==> src/rtl/oric_pkg.sv <==
// rtl/oric_pkg.sv - shared tape-encoder states, defaults and parity helper
package oric_pkg;

    typedef enum logic [2:0] {
        ST_IDLE,
        ST_START,
        ST_DATA,
        ST_PARITY,
        ST_STOP
    } tape_state_t;

    localparam int DEF_HALF_US   = 208;
    localparam int DEF_STOP_BITS = 4;
    localparam int TICK_W        = 10;

    // Parity cell is 1 when the byte holds an even number of ones (odd overall parity)
    function automatic logic odd_parity_bit(input logic [7:0] d);
        return ~(^d);
    endfunction

endpackage

==> src/rtl/tape_bit_cell.sv <==
// rtl/tape_bit_cell.sv - one cassette cell: HALF_US high, then HALF_US ('1') or 2*HALF_US ('0') low
module tape_bit_cell
    import oric_pkg::*;
#(
    parameter int HALF_US = DEF_HALF_US
) (
    input  logic clk,
    input  logic reset,
    input  logic start,
    input  logic bit_val,
    input  logic ena,
    input  logic freeze,
    output logic wave,
    output logic done
);

    localparam logic [TICK_W-1:0] HALF_LAST = TICK_W'(HALF_US - 1);
    localparam logic [TICK_W-1:0] FULL_LAST = TICK_W'(2 * HALF_US - 1);

    logic              active;
    logic              low_phase;
    logic              cur_bit;
    logic [TICK_W-1:0] ticks;
    logic              step;
    logic [TICK_W-1:0] low_last;

    assign step     = active && ena && !freeze;
    assign low_last = cur_bit ? HALF_LAST : FULL_LAST;
    // done fires on the enable that ends the low phase, so the next cell can start on the same edge
    assign done     = step && low_phase && (ticks == low_last);

    // Cell phase/tick sequencer; a new start always wins so cells abut with no lost enable
    always_ff @(posedge clk) begin
        if (reset) begin
            active    <= 1'b0;
            low_phase <= 1'b0;
            cur_bit   <= 1'b1;
            ticks     <= '0;
            wave      <= 1'b1;
        end else if (start) begin
            active    <= 1'b1;
            low_phase <= 1'b0;
            cur_bit   <= bit_val;
            ticks     <= '0;
            wave      <= 1'b1;
        end else if (step) begin
            if (!low_phase) begin
                if (ticks == HALF_LAST) begin
                    low_phase <= 1'b1;
                    ticks     <= '0;
                    wave      <= 1'b0;
                end else begin
                    ticks <= ticks + 1'b1;
                end
            end else if (done) begin
                active    <= 1'b0;
                low_phase <= 1'b0;
                ticks     <= '0;
                wave      <= 1'b1;
            end else begin
                ticks <= ticks + 1'b1;
            end
        end
    end

endmodule

==> src/rtl/oric_tape_encoder.sv <==
// rtl/oric_tape_encoder.sv - byte stream to Oric fast-format cassette waveform on K7_TAPEIN
module oric_tape_encoder
    import oric_pkg::*;
#(
    parameter int HALF_US   = DEF_HALF_US,
    parameter int STOP_BITS = DEF_STOP_BITS
) (
    input  logic       CLK_IN,
    input  logic       RESET,
    input  logic       ENA_1MHZ,
    input  logic       motor_on,
    input  logic [7:0] tap_data,
    input  logic       tap_valid,
    output logic       tap_ready,
    output logic       busy,
    output logic       K7_TAPEIN
);

    localparam int               STOP_W    = (STOP_BITS > 1) ? $clog2(STOP_BITS) : 1;
    localparam logic [STOP_W-1:0] STOP_LAST = STOP_W'(STOP_BITS - 1);

    tape_state_t       state;
    logic [7:0]        data_q;
    logic              parity_q;
    logic [2:0]        bit_idx;
    logic [STOP_W-1:0] stop_idx;
    logic              accept;
    logic              cell_start;
    logic              cell_bit;
    logic              cell_done;

    assign accept = (state == ST_IDLE) && tap_valid && tap_ready;

    // Choose the next cell to launch the moment the current one finishes
    always_comb begin
        cell_start = 1'b0;
        cell_bit   = 1'b1;
        case (state)
            ST_IDLE: begin
                if (accept) begin
                    cell_start = 1'b1;
                    cell_bit   = 1'b0;
                end
            end
            ST_START: begin
                if (cell_done) begin
                    cell_start = 1'b1;
                    cell_bit   = data_q[0];
                end
            end
            ST_DATA: begin
                if (cell_done) begin
                    cell_start = 1'b1;
                    cell_bit   = (bit_idx == 3'd7) ? parity_q : data_q[bit_idx + 3'd1];
                end
            end
            ST_PARITY: begin
                if (cell_done) begin
                    cell_start = 1'b1;
                    cell_bit   = 1'b1;
                end
            end
            ST_STOP: begin
                if (cell_done && (stop_idx != STOP_LAST)) begin
                    cell_start = 1'b1;
                    cell_bit   = 1'b1;
                end
            end
            default: begin
                cell_start = 1'b0;
            end
        endcase
    end

    // Frame sequencer: start, eight data cells LSB first, parity, stop cells
    always_ff @(posedge CLK_IN) begin
        if (RESET) begin
            state     <= ST_IDLE;
            data_q    <= '0;
            parity_q  <= 1'b0;
            bit_idx   <= '0;
            stop_idx  <= '0;
            busy      <= 1'b0;
            tap_ready <= 1'b0;
        end else begin
            case (state)
                ST_IDLE: begin
                    if (accept) begin
                        data_q    <= tap_data;
                        parity_q  <= odd_parity_bit(tap_data);
                        bit_idx   <= '0;
                        stop_idx  <= '0;
                        busy      <= 1'b1;
                        tap_ready <= 1'b0;
                        state     <= ST_START;
                    end else begin
                        tap_ready <= motor_on;
                    end
                end
                ST_START: begin
                    if (cell_done) begin
                        bit_idx <= '0;
                        state   <= ST_DATA;
                    end
                end
                ST_DATA: begin
                    if (cell_done) begin
                        if (bit_idx == 3'd7) begin
                            state <= ST_PARITY;
                        end else begin
                            bit_idx <= bit_idx + 3'd1;
                        end
                    end
                end
                ST_PARITY: begin
                    if (cell_done) begin
                        stop_idx <= '0;
                        state    <= ST_STOP;
                    end
                end
                ST_STOP: begin
                    if (cell_done) begin
                        if (stop_idx == STOP_LAST) begin
                            busy      <= 1'b0;
                            tap_ready <= motor_on;
                            state     <= ST_IDLE;
                        end else begin
                            stop_idx <= stop_idx + 1'b1;
                        end
                    end
                end
                default: begin
                    state <= ST_IDLE;
                end
            endcase
        end
    end

    tape_bit_cell #(
        .HALF_US (HALF_US)
    ) u_cell (
        .clk     (CLK_IN),
        .reset   (RESET),
        .start   (cell_start),
        .bit_val (cell_bit),
        .ena     (ENA_1MHZ),
        .freeze  (!motor_on),
        .wave    (K7_TAPEIN),
        .done    (cell_done)
    );

endmodule

==> config.mk <==
export PLATFORM = sky130hd
export DESIGN_NAME = oric_tape_encoder
export DESIGN_NICKNAME = d
export VERILOG_FILES = /design/src/rtl/oric_pkg.sv /design/src/rtl/tape_bit_cell.sv /design/src/rtl/oric_tape_encoder.sv
export SDC_FILE = /design/constraint.sdc
export NUM_CORES = 1
export LEC_CHECK = 0
export ABC_CLOCK_PERIOD_IN_PS = 5210
export BUFFER_PORTS_ARGS = -buffer_cell sky130_fd_sc_hd__buf_2
export CAP_MARGIN = 20
export CORE_MARGIN = 5
export CORE_UTILIZATION = 30
export CTS_CLUSTER_SIZE = 28
export DETAILED_ROUTE_END_ITERATION = 7
export GPL_TIMING_DRIVEN = 1
export MAX_ROUTING_LAYER = met4
export PLACE_DENSITY = 0.43
export SETUP_SLACK_MARGIN = 0.1
export SLEW_MARGIN = 20
export SYNTH_ARGS = -nofsm -noshare
export SYNTH_HDL_FRONTEND = slang
export SYNTH_SLANG_ARGS = --single-unit
==> constraint.sdc <==
create_clock -name CLK_IN -period 5.21 [get_ports CLK_IN]
set_input_delay 1.042 -clock CLK_IN [delete_from_list [all_inputs] [get_ports CLK_IN]]
set_output_delay 1.042 -clock CLK_IN [all_outputs]
set_load 0.1 [all_outputs]
Word-level counts from Yosys, hierarchy flattened
Index checks and enable logic that the tools add are counted.
- add/sub/neg operators: 3
- $mul: 0
- divide/modulo/power cells: 0
- order comparisons: 1
- equality and inequality tests: 19
- shift-type cells: 0
- mux-type cells: 51
- bitwise operators: 1
- reductions and logical operators: 26
- operators by type and width (cell ; count):
    $mux 3 ; 11
    $mux 10 ; 3
    $mux 1 ; 24
    $ne 2x2->1 const B ; 11
    $pmux 3 s5 ; 1
    $add 10x1->10 const B ; 1
    $eq 10x10->1 ; 1
    $eq 10x8->1 const B ; 1
    $reduce_and 5->1 ; 2
    $reduce_bool 2->1 ; 5
    $mux 9 ; 1
    $pmux 3 s3 ; 1
    $reduce_and 3->1 ; 3
    $mux 2 ; 4
    $reduce_xor 8->1 ; 1
    $logic_and 1x1->1 ; 7
    $reduce_and 7->1 ; 1
    $eq 3x2->1 const B ; 2
    $eq 3x3->1 const B ; 2
    $pmux 1 s3 ; 2
    $pmux 2 s3 ; 1
    $reduce_bool 3->1 ; 2
    $lt 3x4->1 const B ; 1
    $pmux 1 s2 ; 2
    11 further kinds ; 11
- register bits: 33
- latch bits: 0
- memory bits (writable): 0
- ROM bits: 0
- input port bits: 13
- output and inout port bits: 3
- memories: 0

Depth between registers and ports, before layout
- word-level depth: 9
- mapped depth: 7
- mapped depth without buffers: 7

By module
A second synthesis with hierarchy kept.
- cells, all modules: 214
- area, all modules: 1836.8 um^2
- modules (own cells, without submodules) (module ; times used ; cells an instance ; area an instance (um^2)):
    oric_tape_encoder ; 1 ; 126 ; 1056.0
    tape_bit_cell ; 1 ; 88 ; 780.7

Worst setup path before layout
OpenSTA, ideal clock, no wires.
- path type: input to register
- start: input motor_on
- end: register bit_idx[0]
- library setup time: 71 ps
- data arrival time: 2324 ps
- required time: 5139 ps
- setup slack: 2816 ps
- stages: 7
- buffers on the path: 2
- path through: and3_1 -> buf_2 -> o2111a_1 -> buf_6 -> a31oi_2 -> or4b_1 -> a21oi_1
- cells in the longest elaborated chain, start to end: 5
- elaborated cells between the ends (all ways): 6
- classes of those cells: 2 x eq/ne; 4 x reduce/logical
- RTL lines (what ; line ; source):
    start: declaration ; oric_tape_encoder.sv:11 ; input logic motor_on,
    $logic_and 1x1->1 * ; tape_bit_cell.sv:27 ; assign step = active && ena && !freeze;
    $logic_and 1x1->1 * (2 in a row) ; tape_bit_cell.sv:30 ; assign done = step && low_phase && (ticks == low_last);
    $ne 2x2->1 (no source line) ; - ;
    $reduce_and 5->1 (no source line) * ; - ;
    end signal: assignment ; oric_tape_encoder.sv:111 ; bit_idx <= bit_idx + 3'd1;
    end: declaration ; oric_tape_encoder.sv:25 ; logic [2:0] bit_idx;
Every way passes the cells marked *; elsewhere a longest branch is shown, timed or not.
A chain may end at the register's enable or synchronous reset.

Worst setup path in the final report
Same ends and word-level chain as after synthesis.

==> impl_metrics.env <==
export IMPL_finalPower_mw=0.573
export IMPL_outcome="finished, final reports clean"
export IMPL_synth_edf_count=0
export IMPL_finalClockSkew_ps=9.64
export IMPL_crit_type="input pin to register"
export IMPL_cts_htree_levels=2
export IMPL_min_period_ps=2530
export IMPL_ios=16
export IMPL_synth_cells=200
export IMPL_die_h_um=85.1
export IMPL_end_kind="register"
export IMPL_crit_required_ps=5420
export IMPL_cts_tree="built"
export IMPL_ir_drop_uv=183
export IMPL_synth_area_um2=1690
export IMPL_wl_um=3860
export IMPL_cts_root_buf="clkbuf_8"
export IMPL_layout_commonest_cell="nand2_1"
export IMPL_cts_buffers=5
export IMPL_antenna_found_initial=0
export IMPL_syn_to_final_growth_pct=14.3
export IMPL_vias=1419
export IMPL_use_met1=0.148
export IMPL_portBuffers=15
export IMPL_leakagePower_nw=0.678
export IMPL_avgSynthCellArea_um2=8.46
export IMPL_coreArea_um2=5510
export IMPL_synth_ff_type="dfxtp_1"
export IMPL_top_usage_layer="met2"
export IMPL_wire_per_inst_um=13.4
export IMPL_rr_startpoint="bit_idx[0]"
export IMPL_gp_congestion=0.835
export IMPL_use_met2=0.183
export IMPL_drv_cap=0
export IMPL_grt_util_met3=0.0291
export IMPL_start_kind="input pin"
export IMPL_synth_seq_cells=33
export IMPL_final_max_slew_viol_count=0
export IMPL_fmax_ghz=0.395
export IMPL_hold_viol=0
export IMPL_dp_final_hpwl_um=2820
export IMPL_min_path_type="register to register"
export IMPL_ys_seq_area_frac=0.390
export IMPL_worst_slack_ps=2680
export IMPL_period_share=0.486
export IMPL_rrSetupSlack_ps=3000
export IMPL_slew_headroom=0.473
export IMPL_crit_fanout=10
export IMPL_rsz0062_at_grt="no"
export IMPL_clk_pin_slew_ps=80
export IMPL_worstPathArrival_ps=2750
export IMPL_fin_setup_tns_ps=0
export IMPL_cts_sinks=33
export IMPL_ys_types=44
export IMPL_viasPerCell=4.94
export IMPL_whs_path_depth=2
export IMPL_pre_cts_ws_ps=2410
export IMPL_die_width_um=85.1
export IMPL_syn_nets=217
export IMPL_post_cts_buffers=0
export IMPL_power_density_nw_per_um2=296
export IMPL_diodes=0
export IMPL_worstMarginPinSlew_ps=785
export IMPL_yosysWarnings=0
export IMPL_r2r_end="bit_idx[0]"
export IMPL_hp_start="u_cell.wave"
export IMPL_grt_pass1_wl_um=6720
export IMPL_antenna_left=0
export IMPL_cts_hold_buf=0
export IMPL_grt_pass1_vias=1388
export IMPL_drive_gt1_frac=0.144
export IMPL_initial_core_util=0.307
export IMPL_post_route_drc_count=0
export IMPL_min_to="u_cell.wave"
export IMPL_async_flop_share=0
export IMPL_most_common_layout_cells="34 x nand2_1, 33 x dfxtp_1, 25 x nor2_1"
export IMPL_track_usage=0.119
export IMPL_cts_buffer_depth=2
export IMPL_num_rows=27
export IMPL_grt_overflow=0
export IMPL_die_area_um2=7250
export IMPL_nets=231
export IMPL_post_cts_resized=0
export IMPL_nFillCells=579
export IMPL_clkLatencyLatePin_ps=290
export IMPL_finalSetupViolations=0
export IMPL_rr_worst_depth=7
export IMPL_grt_max_degree=22
export IMPL_drtIter0Drc=64
export IMPL_drtPass1Iterations=4
==> final cells by class <==
type / instances / area [um^2] / share of cell area
clock buffer: 7 / 86.3 / 0.0446
clock inverter: 1 / 30.0 / 0.0155
inverter: 4 / 15.0 / 0.00776
multi-input combinational: 155 / 977 / 0.505
sequential: 33 / 661 / 0.342
tap: 72 / 90.1 / 0.0466
timing repair buffer: 15 / 75.1 / 0.0388
==> flip-flops by register name, summed over array words and instances, names as in the netlist <==
| name | count |
|---|---|
| u_cell.ticks | 10 |
| data_q | 8 |
| bit_idx | 3 |
| state | 3 |
| stop_idx | 2 |
| busy | 1 |
| parity_q | 1 |
| tap_ready | 1 |
| u_cell.active | 1 |
| u_cell.cur_bit | 1 |
| u_cell.low_phase | 1 |
| u_cell.wave | 1 |
==> layer usage <==
metal,part of all wire,vias to the layer above
li1,-,743
met1,0.49,667
met2,0.48,4
met3,0.016,5
met4,0.013,0
met5,0,-
==> worst max-delay path by stage <==
stage                      end  slack (ps)  startpoint  depth (start not counted)
CTS                 bit_idx[0]        2710    motor_on                          6
floorplan           bit_idx[0]        2820    motor_on                          7
detailed placement  bit_idx[0]        2410    motor_on                          6
global placement    bit_idx[0]        2430    motor_on                          6
global route        bit_idx[0]        2540    motor_on                          6
finish              bit_idx[0]        2680    motor_on                          6
==> metrics by stage <==
| step | util | std cells | cell area, um^2 | hold slack [ps] |
|---|---|---|---|---|
| after floorplan | - | 200 | 1690 | 432 |
| after global placement | 0.330 | 279 | 1820 | 445 |
| after detailed placement | 0.330 | 279 | 1820 | 441 |
| after CTS | 0.351 | 287 | 1930 | 458 |
| after global routing | 0.351 | 287 | 1930 | 472 |
| final | 0.351 | 287 | 1930 | 454 |
==> cell usage after synthesis (2+ instances only) <==
| library cell | instances | area [um^2] |
|---|---|---|
| a21o_1 | 2 | 15.0 |
| a21oi_1 | 16 | 80.1 |
| a22o_1 | 2 | 17.5 |
| a311oi_1 | 2 | 17.5 |
| a31oi_1 | 5 | 31.3 |
| a32oi_1 | 2 | 17.5 |
| and3_1 | 2 | 12.5 |
| and4bb_2 | 2 | 25.0 |
| buf_2 | 2 | 10.0 |
| clkbuf_1 | 5 | 18.8 |
| dfxtp_1 | 33 | 661 |
| ha_1 | 4 | 50.1 |
| inv_1 | 4 | 15.0 |
| mux4_2 | 2 | 45.0 |
| nand2_1 | 34 | 128 |
| nand3_1 | 3 | 15.0 |
| nand4_1 | 2 | 12.5 |
| nor2_1 | 25 | 93.8 |
| nor3_1 | 8 | 40.0 |
| o2111ai_1 | 2 | 17.5 |
| o21a_1 | 2 | 15.0 |
| o21ai_0 | 3 | 15.0 |
| or3_1 | 2 | 12.5 |
| or4_1 | 2 | 15.0 |
| xnor2_1 | 13 | 114 |
| xor2_1 | 3 | 26.3 |
==> logic make-up after synthesis <==
family	after synthesis	share of synthesized area
muxes	3	0.0325
AOI/OAI and AO/OA	43	0.170
buffers and inverters	12	0.0325
DFF	33	0.390
and+or+nand+nor	89	0.262
adders and majority gates	4	0.0296
xor gates and xnor gates	16	0.0828
==> where the power goes <==
group / switching [mW] / internal [mW]
combinational: 0.0362 / 0.0192
clock: 0.0984 / 0.156
sequential: 0.00536 / 0.258
==> worst max-delay path, stage by stage <==
cell      delay [ps]
buf_2             90
and3_1           340
o2111a_1         480
a31oi_2          150
or4b_1           490
a21oi_1          140
No activity file was read; power rests on OpenSTA's default activity.
